===== src/rtl/mips_bus_pkg.sv =====
// Shared bus definitions for the MIPS CPU, its Avalon-MM memory slave and the
// instruction/data arbiter in front of that slave.
package mips_bus_pkg;

  localparam int MIPS_ADDR_W = 32;
  localparam int MIPS_DATA_W = 32;

  // Grant source encoding, also the encoding of the round-robin history bit.
  localparam logic GNT_SRC_I = 1'b0;
  localparam logic GNT_SRC_D = 1'b1;

  typedef enum logic [1:0] {
    IDLE  = 2'd0,
    GNT_I = 2'd1,
    GNT_D = 2'd2
  } arb_state_t;

endpackage


===== src/rtl/mips_arb_pick.sv =====
// Arbitration policy for the instruction/data arbiter.
// Build option MIPS_ARB_ROUND_ROBIN_EN: when defined, ties go to the master
// that did not complete the most recent transaction; when undefined, the data
// master always wins ties and no history input exists.
module mips_arb_pick
  import mips_bus_pkg::*;
(
  input  logic req_i,
  input  logic req_d,
`ifdef MIPS_ARB_ROUND_ROBIN_EN
  input  logic last_gnt,
`endif
  output logic winner
);

  // Choose the winner among the currently requesting masters (1 = data).
  always_comb begin
    winner = GNT_SRC_I;
    if (req_i && req_d) begin
`ifdef MIPS_ARB_ROUND_ROBIN_EN
      winner = ~last_gnt;
`else
      winner = GNT_SRC_D;
`endif
    end else if (req_d) begin
      winner = GNT_SRC_D;
    end
  end

endmodule


===== src/rtl/mips_avalon_arbiter.sv =====
// Two-master (instruction fetch, load/store) to one-slave Avalon-MM arbiter.
// One whole transaction is granted at a time; the granted master's signals
// are forwarded combinationally to the slave and the other master is held
// with waitrequest. An IDLE cycle separates consecutive grants.
// Build option MIPS_ARB_ROUND_ROBIN_EN: defined selects round-robin tie
// breaking using a last-grant register; undefined selects fixed priority
// with the data master winning ties.
module mips_avalon_arbiter
  import mips_bus_pkg::*;
#(
  parameter int ADDR_W = MIPS_ADDR_W,
  parameter int DATA_W = MIPS_DATA_W
) (
  input  logic                clk,
  input  logic                reset,
  // instruction master (read-only)
  input  logic [ADDR_W-1:0]   i_address,
  input  logic                i_read,
  output logic                i_waitrequest,
  output logic [DATA_W-1:0]   i_readdata,
  // data master
  input  logic [ADDR_W-1:0]   d_address,
  input  logic [DATA_W/8-1:0] d_byteenable,
  input  logic                d_read,
  input  logic                d_write,
  input  logic [DATA_W-1:0]   d_writedata,
  output logic                d_waitrequest,
  output logic [DATA_W-1:0]   d_readdata,
  // slave
  output logic [ADDR_W-1:0]   s_address,
  output logic [DATA_W/8-1:0] s_byteenable,
  output logic                s_read,
  output logic                s_write,
  output logic [DATA_W-1:0]   s_writedata,
  input  logic                s_waitrequest,
  input  logic [DATA_W-1:0]   s_readdata
);

  arb_state_t state_q, state_d;
  logic       req_i;
  logic       req_d;
  logic       winner;

  assign req_i = i_read;
  assign req_d = d_read | d_write;

`ifdef MIPS_ARB_ROUND_ROBIN_EN
  logic last_gnt_q, last_gnt_d;

  mips_arb_pick u_pick (
    .req_i    (req_i),
    .req_d    (req_d),
    .last_gnt (last_gnt_q),
    .winner   (winner)
  );

  // History of the last completed grant; reset favours I on the first tie.
  always_ff @(posedge clk) begin
    if (reset) last_gnt_q <= GNT_SRC_D;
    else       last_gnt_q <= last_gnt_d;
  end
`else
  mips_arb_pick u_pick (
    .req_i  (req_i),
    .req_d  (req_d),
    .winner (winner)
  );
`endif

  // Arbiter state register.
  always_ff @(posedge clk) begin
    if (reset) state_q <= IDLE;
    else       state_q <= state_d;
  end

  // Next state: grant from IDLE, return to IDLE on completion or abandon.
  always_comb begin
    state_d = state_q;
`ifdef MIPS_ARB_ROUND_ROBIN_EN
    last_gnt_d = last_gnt_q;
`endif
    case (state_q)
      IDLE: begin
        if (req_i || req_d) state_d = (winner == GNT_SRC_D) ? GNT_D : GNT_I;
      end
      GNT_I: begin
        if (!req_i) begin
          state_d = IDLE;
        end else if (!s_waitrequest) begin
          state_d = IDLE;
`ifdef MIPS_ARB_ROUND_ROBIN_EN
          last_gnt_d = GNT_SRC_I;
`endif
        end
      end
      GNT_D: begin
        if (!req_d) begin
          state_d = IDLE;
        end else if (!s_waitrequest) begin
          state_d = IDLE;
`ifdef MIPS_ARB_ROUND_ROBIN_EN
          last_gnt_d = GNT_SRC_D;
`endif
        end
      end
      default: state_d = IDLE;
    endcase
  end

  // Forward the granted master to the slave; everyone else is stalled.
  always_comb begin
    s_address     = '0;
    s_byteenable  = '0;
    s_read        = 1'b0;
    s_write       = 1'b0;
    s_writedata   = '0;
    i_waitrequest = 1'b1;
    d_waitrequest = 1'b1;
    case (state_q)
      GNT_I: begin
        s_address     = i_address;
        s_byteenable  = '1;
        s_read        = i_read;
        i_waitrequest = s_waitrequest;
      end
      GNT_D: begin
        s_address     = d_address;
        s_byteenable  = d_byteenable;
        // a simultaneous read+write request is treated as a write only
        s_read        = d_read & ~d_write;
        s_write       = d_write;
        s_writedata   = d_writedata;
        d_waitrequest = s_waitrequest;
      end
      default: ;
    endcase
  end

  // Read data is shared; only the master with waitrequest low consumes it.
  assign i_readdata = s_readdata;
  assign d_readdata = s_readdata;

endmodule


===== config.mk =====
export PLATFORM = sky130hd
export DESIGN_NAME = mips_avalon_arbiter
export DESIGN_NICKNAME = d
export VERILOG_FILES = /design/src/rtl/mips_bus_pkg.sv /design/src/rtl/mips_arb_pick.sv /design/src/rtl/mips_avalon_arbiter.sv
export SDC_FILE = /design/constraint.sdc
export NUM_CORES = 1
export LEC_CHECK = 0
export CORE_AREA = 2 2 106 108
export CTS_BUF_LIST = sky130_fd_sc_hd__clkbuf_4
export DETAILED_ROUTE_END_ITERATION = 10
export DIE_AREA = 0 0 108 110
export GPL_ROUTABILITY_DRIVEN = 0
export PLACE_DENSITY_LB_ADDON = 0.08
export SLEW_MARGIN = 0
export SYNTH_ARGS = -nofsm -noshare
export SYNTH_HDL_FRONTEND = slang
export SYNTH_SLANG_ARGS = --single-unit

===== constraint.sdc =====
create_clock -name clk -period 1.3 [get_ports clk]
set_input_delay 0.195 -clock clk [delete_from_list [all_inputs] [get_ports clk]]
set_output_delay 0.195 -clock clk [all_outputs]
set_load 0.02 [all_outputs]

== Word-level counts from Yosys, hierarchy flattened ==
Cells that the tools add are included.
Storage, ports and cells
  register bits: 2
  input bits: 138
  output and inout bits: 136
  logic and storage cells: 25
Operators by class
  eq/ne operators: 3
  mux-type cells: 15
  bitwise logic cells: 3
  reductions and logical operators: 3
Operators with widths (number)
  32-bit case mux with 2 select lines: 1
  32-bit 2-to-1 mux: 1
  2-bit 2-to-1 mux: 5
  4-bit case mux with 2 select lines: 1
  2-bit case mux with 3 select lines: 1
  1-bit 2-to-1 mux: 5
  2-bit by 1-bit equality test with 1-bit output, second input constant: 1
  2-bit equality test, second input constant: 1
  2-bit zero test: 1
  2-bit != test, second input constant: 1
  1-bit case mux with 2 select lines: 1
  1-bit bitwise AND: 1
  1-bit logical AND: 1
  1-bit logical OR: 1
  1-bit inverter: 1
  1-bit OR: 1

== Logic depth before layout (Yosys ltp) ==
  depth in word-level cells: 6
  gate-level depth with buffers: 6
  gate-level depth less buffers: 5

== Hierarchy ==
A second synthesis with hierarchy kept.
Unflattened totals
  cells, all modules: 213
  area total of the unflattened synthesis: 1470.2 µm²
Modules (own cells, without submodules)
  mips_avalon_arbiter: instances 1, cells each 212, area an instance 1466.4 µm², sequential area each 40.0 µm²
  mips_arb_pick: instances 1, cells each 1, area an instance 3.8 µm², sequential area each 0.0 µm²

== Worst setup path after synthesis ==
No wires, ideal clock.
  path type: flip-flop to output port
  from: reg state_q[0]
  to: out s_read
  arrival time: 1.493 ns
  data required time: 1.105 ns
  setup slack: -0.388 ns
  cell stages (with the launch flop): 6
  buffers on the path: 1
  cells stage by stage: dfxtp_1 -> inv_1 -> ha_1 -> clkbuf_1 -> nand3b_1 -> a21boi_0
On the way
  longest elaborated chain between the ends: 2
  elaborated cells between the ends (all ways): 3
  classes of those cells: 2 x eq/ne; 1 x mux
RTL lines
  start: declaration: line mips_avalon_arbiter.sv:39  | arb_state_t state_q, state_d;
  start signal: assignment: line mips_avalon_arbiter.sv:73  | else state_q <= state_d;
  2-bit equality test or 2-bit by 1-bit equality test with 1-bit output (tied branches): line mips_avalon_arbiter.sv:119  | case (state_q)
  1-bit case mux with 2 select lines *: line mips_avalon_arbiter.sv:119
  end: declaration: line mips_avalon_arbiter.sv:32  | output logic s_read,
Every way passes the cells marked *; elsewhere a longest branch is shown, timed or not.

== Worst setup path after layout ==
  from: reg state_q[0]
  to: out s_address[12]
On the way
  longest elaborated chain between the ends: 2
  elaborated cells between the ends (all ways): 3
  classes of those cells: 2 x eq/ne; 1 x mux
RTL lines
  2-bit equality test or 2-bit by 1-bit equality test with 1-bit output (tied branches): line mips_avalon_arbiter.sv:119
  32-bit case mux with 2 select lines *: line mips_avalon_arbiter.sv:119
  end: declaration: line mips_avalon_arbiter.sv:30  | output logic [ADDR_W-1:0] s_address,
Marks and branches as above.

==> impl_metrics.prom <==
# TYPE chip_impl_metric gauge
chip_impl_metric{name="worst_hold_path.num_cells",unit=""} 0
chip_impl_metric{name="post-route-min-period",unit="ns"} 1.65
chip_impl_metric{name="dieArea",unit="sq um"} 11900
chip_impl_metric{name="mappedNetlistNets",unit=""} 354
chip_impl_metric{name="drc",unit=""} 0
chip_impl_metric{name="initialDrtViolationCount",unit=""} 44
chip_impl_metric{name="largest_register_ffs",unit=""} 2
chip_impl_metric{name="power.density",unit="nW/um^2"} 535
chip_impl_metric{name="yosys_warnings",unit=""} 0
chip_impl_metric{name="die_height",unit="um"} 110
chip_impl_metric{name="final_hold_viol_count",unit=""} 0
chip_impl_metric{name="finalNonFillerCells",unit=""} 489
chip_impl_info{name="crit_type",value="reg -> out"} 1
chip_impl_metric{name="area_delta_synth_final",unit="%"} 172
chip_impl_metric{name="antenna_found_initial",unit=""} 0
chip_impl_metric{name="async_reset_ff_share",unit="%"} 0
chip_impl_metric{name="core_region_area",unit="sq um"} 10700
chip_impl_metric{name="globalRoute.totalOverflow",unit=""} 0
chip_impl_metric{name="number_of_port_buffers",unit=""} 177
chip_impl_metric{name="length_in_cells_of_the_worst_reg_to_reg_path",unit=""} 7
chip_impl_info{name="violated_checks",value="negative setup slack"} 1
chip_impl_metric{name="syn-instance-count",unit=""} 211
chip_impl_metric{name="p_total",unit="mW"} 2.16
chip_impl_metric{name="nets",unit=""} 494
chip_impl_metric{name="final.hold.worst_slack",unit="ns"} 0.390
chip_impl_info{name="setup.worst_path.start_class",value="flop"} 1
chip_impl_metric{name="routed-via-count",unit=""} 1933
chip_impl_info{name="synth.area.top_cells",value="buf_4, a22oi_1, nor2b_1"} 1
chip_impl_info{name="timing.critical_path.to_type",value="output pin"} 1
chip_impl_metric{name="place_inst",unit=""} 471
chip_impl_metric{name="grt_pass1_wl",unit="mm"} 10.7
chip_impl_metric{name="ctsHtreeMaxLevel",unit=""} 1
chip_impl_metric{name="detail_routed_via_count_per_cell",unit=""} 3.95
chip_impl_metric{name="synth_enable_flop_cells",unit=""} 0
chip_impl_metric{name="final-max-slew-violation-count",unit=""} 0
chip_impl_metric{name="diodes",unit=""} 0
chip_impl_metric{name="timing.max_slew.rel_slack",unit="%"} 82.2
chip_impl_metric{name="netlist_area",unit="sq um"} 1490
chip_impl_metric{name="grt_util_all_layers",unit="%"} 11.6
chip_impl_metric{name="worstSkewPairLatency",unit="ns"} 0.23
chip_impl_metric{name="period_share",unit="%"} 127
chip_impl_metric{name="final.setup.worst_slack",unit="ns"} -0.345
chip_impl_metric{name="crit_path_max_fanout",unit=""} 12
chip_impl_metric{name="first_global_vias",unit=""} 1992
chip_impl_metric{name="synth.lib_cells_used.distinct",unit=""} 25
chip_impl_metric{name="detail_routed_net_length_per_standard_cell",unit="um"} 15.6
chip_impl_info{name="predominant_post_synthesis_flop_cell",value="dfxtp_1"} 1
chip_impl_info{name="rsz0062_at_grt",value="yes"} 1
chip_impl_metric{name="synth_largest_type_area_fraction",unit="%"} 32.3
chip_impl_metric{name="place_hpwl",unit="mm"} 5.80
chip_impl_metric{name="worstMarginPinSlew",unit="ns"} 0.266
chip_impl_metric{name="per_instance_average_area_after_synthesis",unit="sq um"} 7.05
chip_impl_metric{name="firstDrtPassIters",unit=""} 4
chip_impl_info{name="synth.top_cells.by_count",value="buf_4, nor2b_1, a22oi_1, and2_1, clkbuf_1"} 1
chip_impl_info{name="reg.largest.list",value="state_q (2)"} 1
chip_impl_metric{name="routed_wl",unit="mm"} 7.64
chip_impl_metric{name="worst_setup_hold_path_clk_slew",unit="ns"} 0.03
chip_impl_metric{name="largest_clock_skew_in_the_final_design",unit="ns"} 0.00150
chip_impl_metric{name="cts.sinks",unit=""} 2
chip_impl_info{name="holdCritPathClass",value="in -> out"} 1
chip_impl_info{name="synth_top_area_cell",value="buf_4"} 1
chip_impl_metric{name="finalSetupViolations",unit=""} 74
chip_impl_metric{name="fin_util",unit="%"} 37.8
chip_impl_info{name="tritoncts",value="yes"} 1
chip_impl_metric{name="antenna_violating_nets_post_route",unit=""} 0
chip_impl_info{name="max_flop_register",value="state_q"} 1
chip_impl_metric{name="synth_register_bits",unit=""} 2
chip_impl_metric{name="p_leak",unit="nW"} 1.56
chip_impl_metric{name="vdd.ir_drop.worst",unit="uV"} 187
chip_impl_metric{name="placementRows",unit=""} 38
chip_impl_metric{name="max_clock_freq",unit="MHz"} 608
chip_impl_info{name="outcome",value="finished, violations left"} 1
chip_impl_metric{name="floorplan.die.width",unit="um"} 108
chip_impl_metric{name="design.portCount",unit=""} 274
chip_impl_info{name="yosysMostFrequentCell",value="buf_4"} 1
chip_impl_metric{name="crit_arrival",unit="ns"} 1.45
chip_impl_info{name="cts_root_buf",value="clkbuf_4"} 1
chip_impl_metric{name="required",unit="ns"} 1.11
chip_impl_metric{name="start_util",unit="%"} 13.9
chip_impl_metric{name="clk_path_buf_depth",unit=""} 2
chip_impl_metric{name="timing.max_cap.violations",unit=""} 0
chip_impl_metric{name="tritoncts.num_buffers",unit=""} 3
chip_impl_metric{name="post_route_cells_drive_above_1_share",unit="%"} 66.5
chip_impl_metric{name="synth_sequential_area_ratio",unit="%"} 2.69
chip_impl_metric{name="grt_max_degree",unit=""} 14
## layout make-up
| cell class | count | area (sq um) |
|---|---|---|
| repair buffers | 213 | 2290 |
| flip-flops and latches | 2 | 47.5 |
| clock buffers | 3 | 22.5 |
| inverters | 2 | 15.0 |
| fillers | 1094 | 6650 |
| well taps | 140 | 175 |
| multi-input cells | 129 | 1490 |
## cell usage in the layout (no fill, tap or decap), types with 2 or more instances in the layout
cell	synthesis	routed
buf_6	0	70
clkbuf_4	0	3
buf_12	0	5
clkdlybuf4s50_1	0	105
nor2b_2	0	5
nand3b_1	2	2
buf_8	0	5
buf_2	3	2
a21oi_2	0	2
buf_16	0	2
dfxtp_4	0	2
buf_4	64	22
a22oi_2	0	32
nand2_1	3	2
nor2b_4	0	31
nand2b_4	0	2
and2_4	0	33
clkbuf_16	0	2
ha_4	0	4
## final timing paths
kind / from / to / slack (ns)
hold reg to reg: state_q[1]$_SDFFE_PP0P_ / state_q[1]$_SDFFE_PP0P_ / 0.69
setup reg to reg: state_q[0]$_SDFFE_PP0P_ / state_q[1]$_SDFFE_PP0P_ / -0.26
setup / recovery: state_q[0]$_SDFFE_PP0P_ / s_address[12] / -0.35
hold / removal: s_readdata[28] / d_readdata[28] / 0.39
## logic make-up after synthesis
family                   count (synthesis)  synth area share [%]
AO/OA/AOI/OAI                           43                  21.4
adder cells (fa/ha/maj)                  5                  4.21
buffers and inverters                   80                  36.6
flip-flops                               2                  2.69
multiplexers                             1                 0.757
AND/OR/NAND/NOR                         80                  34.3
## metal layers
layer	track usage (%)	wire, um
met2	21.9	4030
met4	3.75	146
met3	2.70	643
met5	0	0
met1	12.9	2820
## worst max-delay path, stage by stage, from the launching register on
cell,delay [ns]
dfxtp_4,0.37
inv_6,0.06
ha_4,0.20
buf_12,0.16
a22oi_2,0.22
nor2b_4,0.05
buf_2,0.15
## where the power goes
group	internal (mW)	switching [mW]
clock	0.102	0.0378
sequential	0.0676	0.0134
combinational	1.20	0.749
## per-stage QoR
step           setup TNS [ns]  area, sq um  setup slack [ns]
4_1_cts                -20.31         3870            -0.369
3_3_place_gp           -38.47         3520            -0.593
3_5_place_dp           -40.27         3520            -0.630
6_report               -19.74         4050            -0.345
2_1_floorplan          -0.824         1950           -0.0560
5_1_grt                -24.45         4050            -0.413
## repair_timing
action,4_1_cts,5_1_grt
resized for setup,450,37
setup buffers,7,4
hold buffers,0,0
gates cloned,3,2
endpoints found under the setup margin,74,74
pin swaps,24,13
Power figures use the tool's default switching activity.
